<file path="src/rtl/mul_div_unit_pkg.sv">
// Shared CPU definitions: datapath width and the mul/div opcode encoding.
// Imported by mul_div_unit, md_div_step and the hazard unit.
package CPU_def;

  localparam int PC_BITS = 32;

  typedef enum logic [2:0] {
    MD_NONE  = 3'd0,
    MD_MULT  = 3'd1,
    MD_MULTU = 3'd2,
    MD_DIV   = 3'd3,
    MD_DIVU  = 3'd4,
    MD_MTHI  = 3'd5,
    MD_MTLO  = 3'd6
  } md_op_t;

  function automatic logic is_mul_div(input md_op_t op);
    return (op == MD_MULT) || (op == MD_MULTU) || (op == MD_DIV) || (op == MD_DIVU);
  endfunction

endpackage

</file>
<file path="src/rtl/mul_div_unit_md_div_step.sv">
// One restoring-division step on unsigned magnitudes.
// Latency: combinational. Backpressure: none (pure function of its inputs).
// Shifts the next dividend bit into the remainder and subtracts when it fits.
module md_div_step
  import CPU_def::*;
#(
  parameter int DATA_W = PC_BITS
) (
  input  logic [DATA_W-1:0] rem_in,
  input  logic [DATA_W-1:0] quo_in,
  input  logic [DATA_W-1:0] divisor,
  output logic [DATA_W-1:0] rem_out,
  output logic [DATA_W-1:0] quo_out
);

  logic [DATA_W:0]   shifted;
  logic [DATA_W-1:0] diff;

  always_comb begin
    shifted = {rem_in, quo_in[DATA_W-1]};
    // The difference always fits DATA_W bits when the subtract is taken.
    diff    = shifted[DATA_W-1:0] - divisor;
    if (shifted >= {1'b0, divisor}) begin
      rem_out = diff;
      quo_out = {quo_in[DATA_W-2:0], 1'b1};
    end else begin
      rem_out = shifted[DATA_W-1:0];
      quo_out = {quo_in[DATA_W-2:0], 1'b0};
    end
  end

endmodule

</file>
<file path="src/rtl/mul_div_unit.sv">
// Iterative multiply/divide unit owning HI/LO. Latency: ITERS+1 busy cycles per
// mul/div (1 for MULT/MULTU when MD_FAST_MUL_EN is defined); MTHI/MTLO write at accept.
// Backpressure: md_busy_e stalls the pipeline; ops are only accepted while idle.
module mul_div_unit
  import CPU_def::*;
#(
  parameter int DATA_W = PC_BITS,
  parameter int ITERS  = DATA_W
) (
  input  logic              clk,
  input  logic              reset,
  input  logic [DATA_W-1:0] src_a_e,
  input  logic [DATA_W-1:0] src_b_e,
  input  md_op_t            md_op_e,
  input  logic              flush_e,
  output logic              md_busy_e,
  output logic [DATA_W-1:0] hi_out,
  output logic [DATA_W-1:0] lo_out
);

  localparam logic [1:0] S_IDLE = 2'd0;
  localparam logic [1:0] S_RUN  = 2'd1;
  localparam logic [1:0] S_FIX  = 2'd2;
  localparam int CNT_W = (ITERS > 1) ? $clog2(ITERS) : 1;
  localparam logic [CNT_W-1:0] CNT_LAST = CNT_W'(ITERS - 1);

  logic [1:0]        state;
  logic [CNT_W-1:0]  cnt;
  logic [DATA_W-1:0] a_abs_q, b_abs_q, a_raw_q;
  logic [DATA_W-1:0] acc_hi, acc_lo;  // mul: partial product / multiplier; div: remainder / quotient
  logic              is_div_q, neg_res_q, neg_rem_q, dz_q;

  logic              accept, op_signed, op_div, a_neg, b_neg;
  logic [DATA_W-1:0] a_abs, b_abs;

  always_comb begin
    accept    = (state == S_IDLE) && !flush_e && (md_op_e != MD_NONE);
    op_signed = (md_op_e == MD_MULT) || (md_op_e == MD_DIV);
    op_div    = (md_op_e == MD_DIV) || (md_op_e == MD_DIVU);
    a_neg     = op_signed && src_a_e[DATA_W-1];
    b_neg     = op_signed && src_b_e[DATA_W-1];
    a_abs     = a_neg ? -src_a_e : src_a_e;
    b_abs     = b_neg ? -src_b_e : src_b_e;
  end

  logic [DATA_W:0]   mul_sum;
  logic [DATA_W-1:0] mul_hi_nxt, mul_lo_nxt, div_rem_nxt, div_quo_nxt;

  always_comb begin
    mul_sum    = {1'b0, acc_hi} + (acc_lo[0] ? {1'b0, a_abs_q} : '0);
    mul_hi_nxt = mul_sum[DATA_W:1];
    mul_lo_nxt = {mul_sum[0], acc_lo[DATA_W-1:1]};
  end

  md_div_step #(.DATA_W(DATA_W)) u_div_step (
    .rem_in  (acc_hi),
    .quo_in  (acc_lo),
    .divisor (b_abs_q),
    .rem_out (div_rem_nxt),
    .quo_out (div_quo_nxt)
  );

  logic [2*DATA_W-1:0] prod, prod_s;
  logic [DATA_W-1:0]   fix_hi, fix_lo;

  always_comb begin
`ifdef MD_FAST_MUL_EN
    prod = {{DATA_W{1'b0}}, a_abs_q} * {{DATA_W{1'b0}}, b_abs_q};
`else
    prod = {acc_hi, acc_lo};
`endif
    prod_s = neg_res_q ? -prod : prod;
    if (is_div_q) begin
      if (dz_q) begin
        fix_lo = '1;
        fix_hi = a_raw_q;
      end else begin
        fix_lo = neg_res_q ? -acc_lo : acc_lo;
        fix_hi = neg_rem_q ? -acc_hi : acc_hi;
      end
    end else begin
      {fix_hi, fix_lo} = prod_s;
    end
  end

  always_ff @(posedge clk) begin
    if (reset) begin
      state     <= S_IDLE;
      cnt       <= '0;
      hi_out    <= '0;
      lo_out    <= '0;
      a_abs_q   <= '0;
      b_abs_q   <= '0;
      a_raw_q   <= '0;
      acc_hi    <= '0;
      acc_lo    <= '0;
      is_div_q  <= 1'b0;
      neg_res_q <= 1'b0;
      neg_rem_q <= 1'b0;
      dz_q      <= 1'b0;
    end else begin
      case (state)
        S_IDLE: begin
          if (accept && md_op_e == MD_MTHI) hi_out <= src_a_e;
          if (accept && md_op_e == MD_MTLO) lo_out <= src_a_e;
          if (accept && is_mul_div(md_op_e)) begin
            a_abs_q   <= a_abs;
            b_abs_q   <= b_abs;
            a_raw_q   <= src_a_e;
            is_div_q  <= op_div;
            neg_res_q <= a_neg ^ b_neg;
            neg_rem_q <= a_neg;
            dz_q      <= (src_b_e == '0);
            acc_hi    <= '0;
            acc_lo    <= op_div ? a_abs : b_abs;
            cnt       <= '0;
`ifdef MD_FAST_MUL_EN
            state     <= op_div ? S_RUN : S_FIX;
`else
            state     <= S_RUN;
`endif
          end
        end
        S_RUN: begin
          acc_hi <= is_div_q ? div_rem_nxt : mul_hi_nxt;
          acc_lo <= is_div_q ? div_quo_nxt : mul_lo_nxt;
          cnt    <= cnt + 1'b1;
          if (cnt == CNT_LAST) state <= S_FIX;
        end
        S_FIX: begin
          hi_out <= fix_hi;
          lo_out <= fix_lo;
          cnt    <= '0;
          state  <= S_IDLE;
        end
        default: state <= S_IDLE;
      endcase
    end
  end

  assign md_busy_e = (state != S_IDLE);

endmodule

</file>
<file path="config.mk">
export PLATFORM = sky130hd
export DESIGN_NAME = mul_div_unit
export DESIGN_NICKNAME = d
export VERILOG_FILES = /design/src/rtl/mul_div_unit_pkg.sv /design/src/rtl/mul_div_unit_md_div_step.sv /design/src/rtl/mul_div_unit.sv
export SDC_FILE = /design/constraint.sdc
export NUM_CORES = 1
export LEC_CHECK = 0
export CAP_MARGIN = 30
export CORE_MARGIN = 8
export CORE_UTILIZATION = 40
export CTS_CLUSTER_DIAMETER = 50
export DETAILED_ROUTE_END_ITERATION = 12
export PLACE_DENSITY_LB_ADDON = 0.05
export REMOVE_ABC_BUFFERS = 1
export SYNTH_ARGS = -nofsm -noshare
export SYNTH_HDL_FRONTEND = slang
export SYNTH_HIERARCHICAL = 1
export SYNTH_SLANG_ARGS = --single-unit
</file>
<file path="constraint.sdc">
create_clock -name clk -period 3.79 [get_ports clk]
set_input_delay 0.758 -clock clk [delete_from_list [all_inputs] [get_ports clk]]
set_output_delay 0.758 -clock clk [all_outputs]
set_load 0.01 [all_outputs]
</file>
Word-level counts from Yosys, hierarchy flattened

Index checks and enable logic that the tools add are counted.

Memories kept: 0
RAM bits: 0
Input port bits: 70
Memory bits (read-only): 0
Output and inout port bits: 65
Bits in latches: 0
Register bits: 235
Logic and storage cells: 90

Equality and inequality tests: 13
Bitwise logic cells: 1
Order comparisons: 1
Shifts and indexed selects: 0
Reduce and logical (&&, ||, !) cells: 26
Muxes and demuxes: 28
Divide/modulo/power cells: 0
Multipliers: 0
Add/sub/neg operators: 8

Operator list:

| operator                                                                 | number |
|---|---|
| 32-bit two-way mux                                                       | 17 |
| 32-bit one-hot mux with 2 select lines                                   | 4 |
| 32-bit negator                                                           | 4 |
| 64-bit two-way mux                                                       | 1 |
| 64-bit negator                                                           | 1 |
| 32-bit by 32-bit adder with 33-bit output                                | 1 |
| 33-bit by 32-bit greater-or-equal comparator with 1-bit output           | 1 |
| 32-bit zero test                                                         | 1 |
| 32-bit subtractor                                                        | 1 |
| 5-bit one-hot mux with 3 select lines                                    | 1 |
| 2-bit AND reduction                                                      | 6 |
| 3-bit == test (second input constant)                                    | 3 |
| 1-bit logical AND                                                        | 7 |
| 3-bit by 2-bit == test with 1-bit output (second input constant)         | 2 |
| 2-bit by 1-bit inequality test with 1-bit output (second input constant) | 3 |
| 2-bit nonzero test                                                       | 3 |
| 3-bit nonzero test                                                       | 2 |
| 5-bit by 1-bit adder with 5-bit output (second input constant)           | 1 |
| 5-bit == test (second input constant)                                    | 1 |
| 1-bit logical OR                                                         | 5 |
| 5-bit two-way mux                                                        | 1 |
| 2-bit two-way mux                                                        | 2 |
| 2-bit one-hot mux with 2 select lines                                    | 1 |
| 3-bit by 1-bit == test with 1-bit output (second input constant)         | 1 |
| other kinds (7)                                                          | 7 |

Logic depth before layout (Yosys ltp)

Depth after elaboration: 7
Depth in mapped cells: 17
Gate-level depth less buffers: 15

Cells and area by module

The synthesis kept the hierarchy.

By module, submodules not included:

| module       | cells an instance | sequential area each (µm²) | instances | area an instance (µm²) |
|---|---|---|---|---|
| mul_div_unit | 2017              | 4684.5                     | 1         | 15366.0 |
| md_div_step  | 354               | 0.0                        | 1         | 2563.7 |

Least setup slack after synthesis

Ideal clock, no wire load.

Path kind: input to register
Start point: input port src_a_e[20]
End point: register acc_lo[30]
Library setup time: 95 ps
Buffers on the path: 1
Arrival time: 3203 ps
Stages: 10
Data required time: 3695 ps
Slack: 491 ps
Cells stage by stage: clkbuf_1 or4_1 nor3_1 or3b_2 or4_1 o21ai_0 xor2_1 nand2_1 nand3_1 a221oi_1

Cells in the longest elaborated chain, start to end: 5

Ends and longest elaborated chain:

| what                                   | line                | RTL |
|---|---|---|
| from (decl)                            | mul_div_unit.sv:12  | `input logic [DATA_W-1:0] src_a_e,` |
| 32-bit negator                         | mul_div_unit.sv:42  | `a_abs = a_neg ? -src_a_e : src_a_e;` |
| 32-bit two-way mux                     | mul_div_unit.sv:42  |  |
| 32-bit two-way mux                     | mul_div_unit.sv:115 | `acc_lo <= op_div ? a_abs : b_abs;` |
| 32-bit two-way mux                     | mul_div_unit.sv:106 | `if (accept && is_mul_div(md_op_e)) begin` |
| 32-bit one-hot mux with 2 select lines | mul_div_unit.sv:102 | `case (state)` |
| to (signal assigned)                   | mul_div_unit.sv:115 |  |
| to (signal assigned)                   | mul_div_unit.sv:126 | `acc_lo <= is_div_q ? div_quo_nxt : mul_lo_nxt;` |
| to (decl)                              | mul_div_unit.sv:30  | `logic [DATA_W-1:0] acc_hi, acc_lo;` |

Every way passes these cells. The select of a mux whose other input is x is not followed.
A chain may end at the register's enable or synchronous reset.

Worst setup path in the final report

Start point: register acc_lo[10]
End point: register hi_out[31]

Cells in the longest elaborated chain, start to end: 4

Ends and longest elaborated chain:

| what                                   | line                | RTL |
|---|---|---|
| 64-bit negator                         | mul_div_unit.sv:72  | `prod_s = neg_res_q ? -prod : prod;` |
| 64-bit two-way mux                     | mul_div_unit.sv:72  |  |
| 32-bit two-way mux                     | mul_div_unit.sv:73  | `if (is_div_q) begin` |
| 32-bit one-hot mux with 2 select lines | mul_div_unit.sv:102 |  |
| to (signal assigned)                   | mul_div_unit.sv:104 | `if (accept && md_op_e == MD_MTHI) hi_out <= src_a_e;` |
| to (signal assigned)                   | mul_div_unit.sv:131 | `hi_out <= fix_hi;` |
| to (decl)                              | mul_div_unit.sv:17  | `output logic [DATA_W-1:0] hi_out,` |

Every way passes these cells.

==> qor.txt <==
Outcome -> finished, final reports clean
Rel. slew slack -> 0.4788
Met1 usage -> 0.3656
Clk Latency, worst-skew pair -> 0.54 ns
Int Power -> 5944 uW
CP required -> 4.19 ns
Hold-fix buffers at CTS -> 0
Core ar. -> 44,220 um2
Syn Area/Cell -> 7.562 um2
Initial core utilization -> 0.4055
CP Launch Type -> flip-flop
Clock power frac -> 0.435
Reg2reg start -> acc_lo[10]
Core Rows -> 77
Slew Viols, Final -> 0
PortBufs -> 134
Layout cells sized above 1 -> 0.1285
Reg power frac -> 0.312
Post-Route Utilization -> 0.4942
Final Hold Fails -> 0
# IOs -> 135
Synth top area share -> 0.2613
CTS Sinks -> 234
Busiest metal layer after global routing -> met2
Synth unique cells -> 77
Final setup vio count -> 0
RSZ-0062 raised after global routing -> no
Post-synth top area cell -> dfxtp_1
M2 GR Usage -> 0.4152
Synthesis-stage register bit count -> 234
P_leak -> 0.008718 uW
CTS tree -> done
Clk buf depth -> 3
Total Power -> 8761 uW
Area Growth Syn to Fin -> 21.88%
Via-to-Cell Ratio -> 5.834
Met3 usage -> 0.03984
Antenna Nets Post-Route -> 0
Via count -> 18,213
Pin count of the biggest net entering global routing -> 94
Reg-to-Reg End -> hi_out[31]
Design area -> 21,850 um2
Reg2Reg Setup Slack -> 0.25 ns
Critical path capture point -> hi_out[31]
Synth cell count leaders -> nand2_1 (323), dfxtp_1 (234), nor2_1 (198)
Synth top area cells -> dfxtp_1 (26%), nand2_1 (6.8%), a21oi_1 (5.1%), xnor2_1 (5.1%), ha_1 (4.9%)
Net Switching -> 2817 uW
FMAX -> 282.9 MHz
Initial antenna violation count -> 0
Global-route wire length before repair -> 108,400 um
Async S/R FF share, synth -> 0
Avg WL per Cell -> 23.25 um
Post-CTS Resized -> 0
Crit Path Class -> reg2reg
Vias in the first global route -> 17,368
Die Wd -> 227.7 um
CP Launch Point -> acc_lo[10]
Placer Congestion -> 0.9683
DRC Markers -> 0
Layout Nets -> 2,642
Syn Std Cell Area -> 17,930 um2
Hold Path Class -> reg2reg
Reg clk slew, reported paths -> 0.06 ns
Post-DP Area -> 20,440 um2
Worst path arrival time -> 3.93 ns
CTS Buf Count -> 38
DPL Wire Length -> 54,840 um
Total congestion overflow -> 0
CTS H-tree depth -> 2
DR pass1 iterations -> 5
Final Skew -> 0.02212 ns
Routed WL -> 72,580 um
Min Tclk post-route -> 3.535 ns
Setup bufs post-CTS -> 0
Count leader, synth -> nand2_1
Ys flop type -> dfxtp_1
Period utilization -> 0.9328
Worst VDD drop -> 0.3039 mV
Power share of the combinational group -> 0.253
EDFF count, synth -> 0
Die area -> 51,850 um2
Least-Margin Pin Slew -> 0.7747 ns
Root buf cell -> clkbuf_16
Die Height -> 227.7 um
Sequential share of the synthesized area -> 0.2613
Fill cells -> 4,385
Cells after Synth -> 2,371
Ys Warns -> 6
Sw Share -> 0.3215
Maxcap violations -> 0
Tot GR Track Use -> 0.2642
R2R depth -> 8
Worst setup EP type -> flip-flop
Critical path peak fanout -> 11
Antenna diodes -> 0
DR iter-0 viols -> 1,776
Power per cell area -> 400.9 nW/um2
layout by cell type (no fill, tap or decap), drive strengths merged, types with 20 or more instances in the layout:
cell | netlist | final
dfxtp | 234 | 234
inv | 67 | 73
nand2 | 323 | 323
buf | 49 | 171
clkbuf | 166 | 50
nor3 | 39 | 39
a311oi | 21 | 21
nor2 | 198 | 198
a31oi | 35 | 35
mux2i | 60 | 60
and2 | 48 | 48
ha | 70 | 70
a221oi | 45 | 45
nor4 | 22 | 22
o21ai | 126 | 126
xnor2 | 105 | 105
xor2 | 98 | 98
clkdlybuf4s50 | 0 | 133
nand3 | 37 | 37
mux2 | 48 | 48
o31ai | 24 | 24
a211oi | 88 | 88
a21o | 20 | 20
a21oi | 185 | 185
layer usage:
metal  vias to the layer above  wire, um  share of wire
met3                        98      5462          0.075
met4                         0      2175          0.030
met5                         -         0              0
met2                       688     32270           0.44
met1                      8640     32670           0.45
li1                       8787         -              -
sequential cells by signal (all words and copies together) (netlist names):
register	count
b_abs_q	32
state	2
acc_lo	32
neg_rem_q	1
acc_hi	32
neg_res_q	1
a_raw_q	31
dz_q	1
hi_out	32
is_div_q	1
a_abs_q	32
lo_out	32
cnt	5
cell type report:
| type | instances | area [um2] | area share |
|---|---|---|---|
| Multi-Input combinational cell | 1855 | 12060 | 0.5520 |
| Clock buffer | 50 | 1120 | 0.05125 |
| Inverter | 67 | 251.5 | 0.01151 |
| Clock inverter | 20 | 267.8 | 0.01225 |
| Sequential cell | 234 | 4692 | 0.2147 |
| Timing Repair Buffer | 304 | 2719 | 0.1244 |
| Tap cell | 592 | 740.7 | 0.03390 |
critical path: stages, from the launching register on:
cell	delay [ns]
dfxtp_1	0.37
or3_4	0.41
or4_4	0.54
or4_4	0.59
or3_4	0.49
or2_1	0.33
or3_1	0.37
a21oi_1	0.18
o32ai_1	0.10
power groups by stage:
stage / Combinational [uW] / Sequential [uW] / Clock [uW]
finish: 2220 / 2730 / 3810
global route: 2390 / 2750 / 3960
CTS: 2190 / 2730 / 3860
detailed placement: 2170 / 2780 / 0
global placement: 2170 / 2780 / 0
floorplan: 1240 / 2790 / 0
cells by family after synthesis:
logic type	Yosys count	share of synthesized area
fa+ha+maj	72	0.05108
buf+inv	282	0.06755
flops	234	0.2613
mux	108	0.06553
compound gates	687	0.2545
xor+xnor	203	0.09916
simple gates	785	0.2009
worst min path at each step:
stage | startpoint | to | slack (ns) | cells past startpoint
global placement | a_raw_q[7] | a_raw_q[7] | 0.44 | 2
floorplan | a_raw_q[20] | a_raw_q[20] | 0.43 | 2
CTS | a_raw_q[20] | a_raw_q[20] | 0.45 | 2
finish | a_raw_q[20] | a_raw_q[20] | 0.45 | 2
global route | a_raw_q[20] | a_raw_q[20] | 0.47 | 2
detailed placement | a_raw_q[20] | a_raw_q[20] | 0.44 | 2
through the flow:
stage / setup slack (ns) / hold slack, ns / TNS, ns / instances
global route: 0.01854 / 0.4651 / 0 / 3122
floorplan: -1.906 / 0.4252 / -123.22 / 2156
CTS: 0.2282 / 0.4505 / 0 / 3121
global placement: 0.01474 / 0.4399 / 0 / 3050
finish: 0.2547 / 0.4533 / 0 / 3122
detailed placement: -0.08399 / 0.4424 / -0.1495 / 3051
No activity file was read; power rests on OpenSTA's default activity.
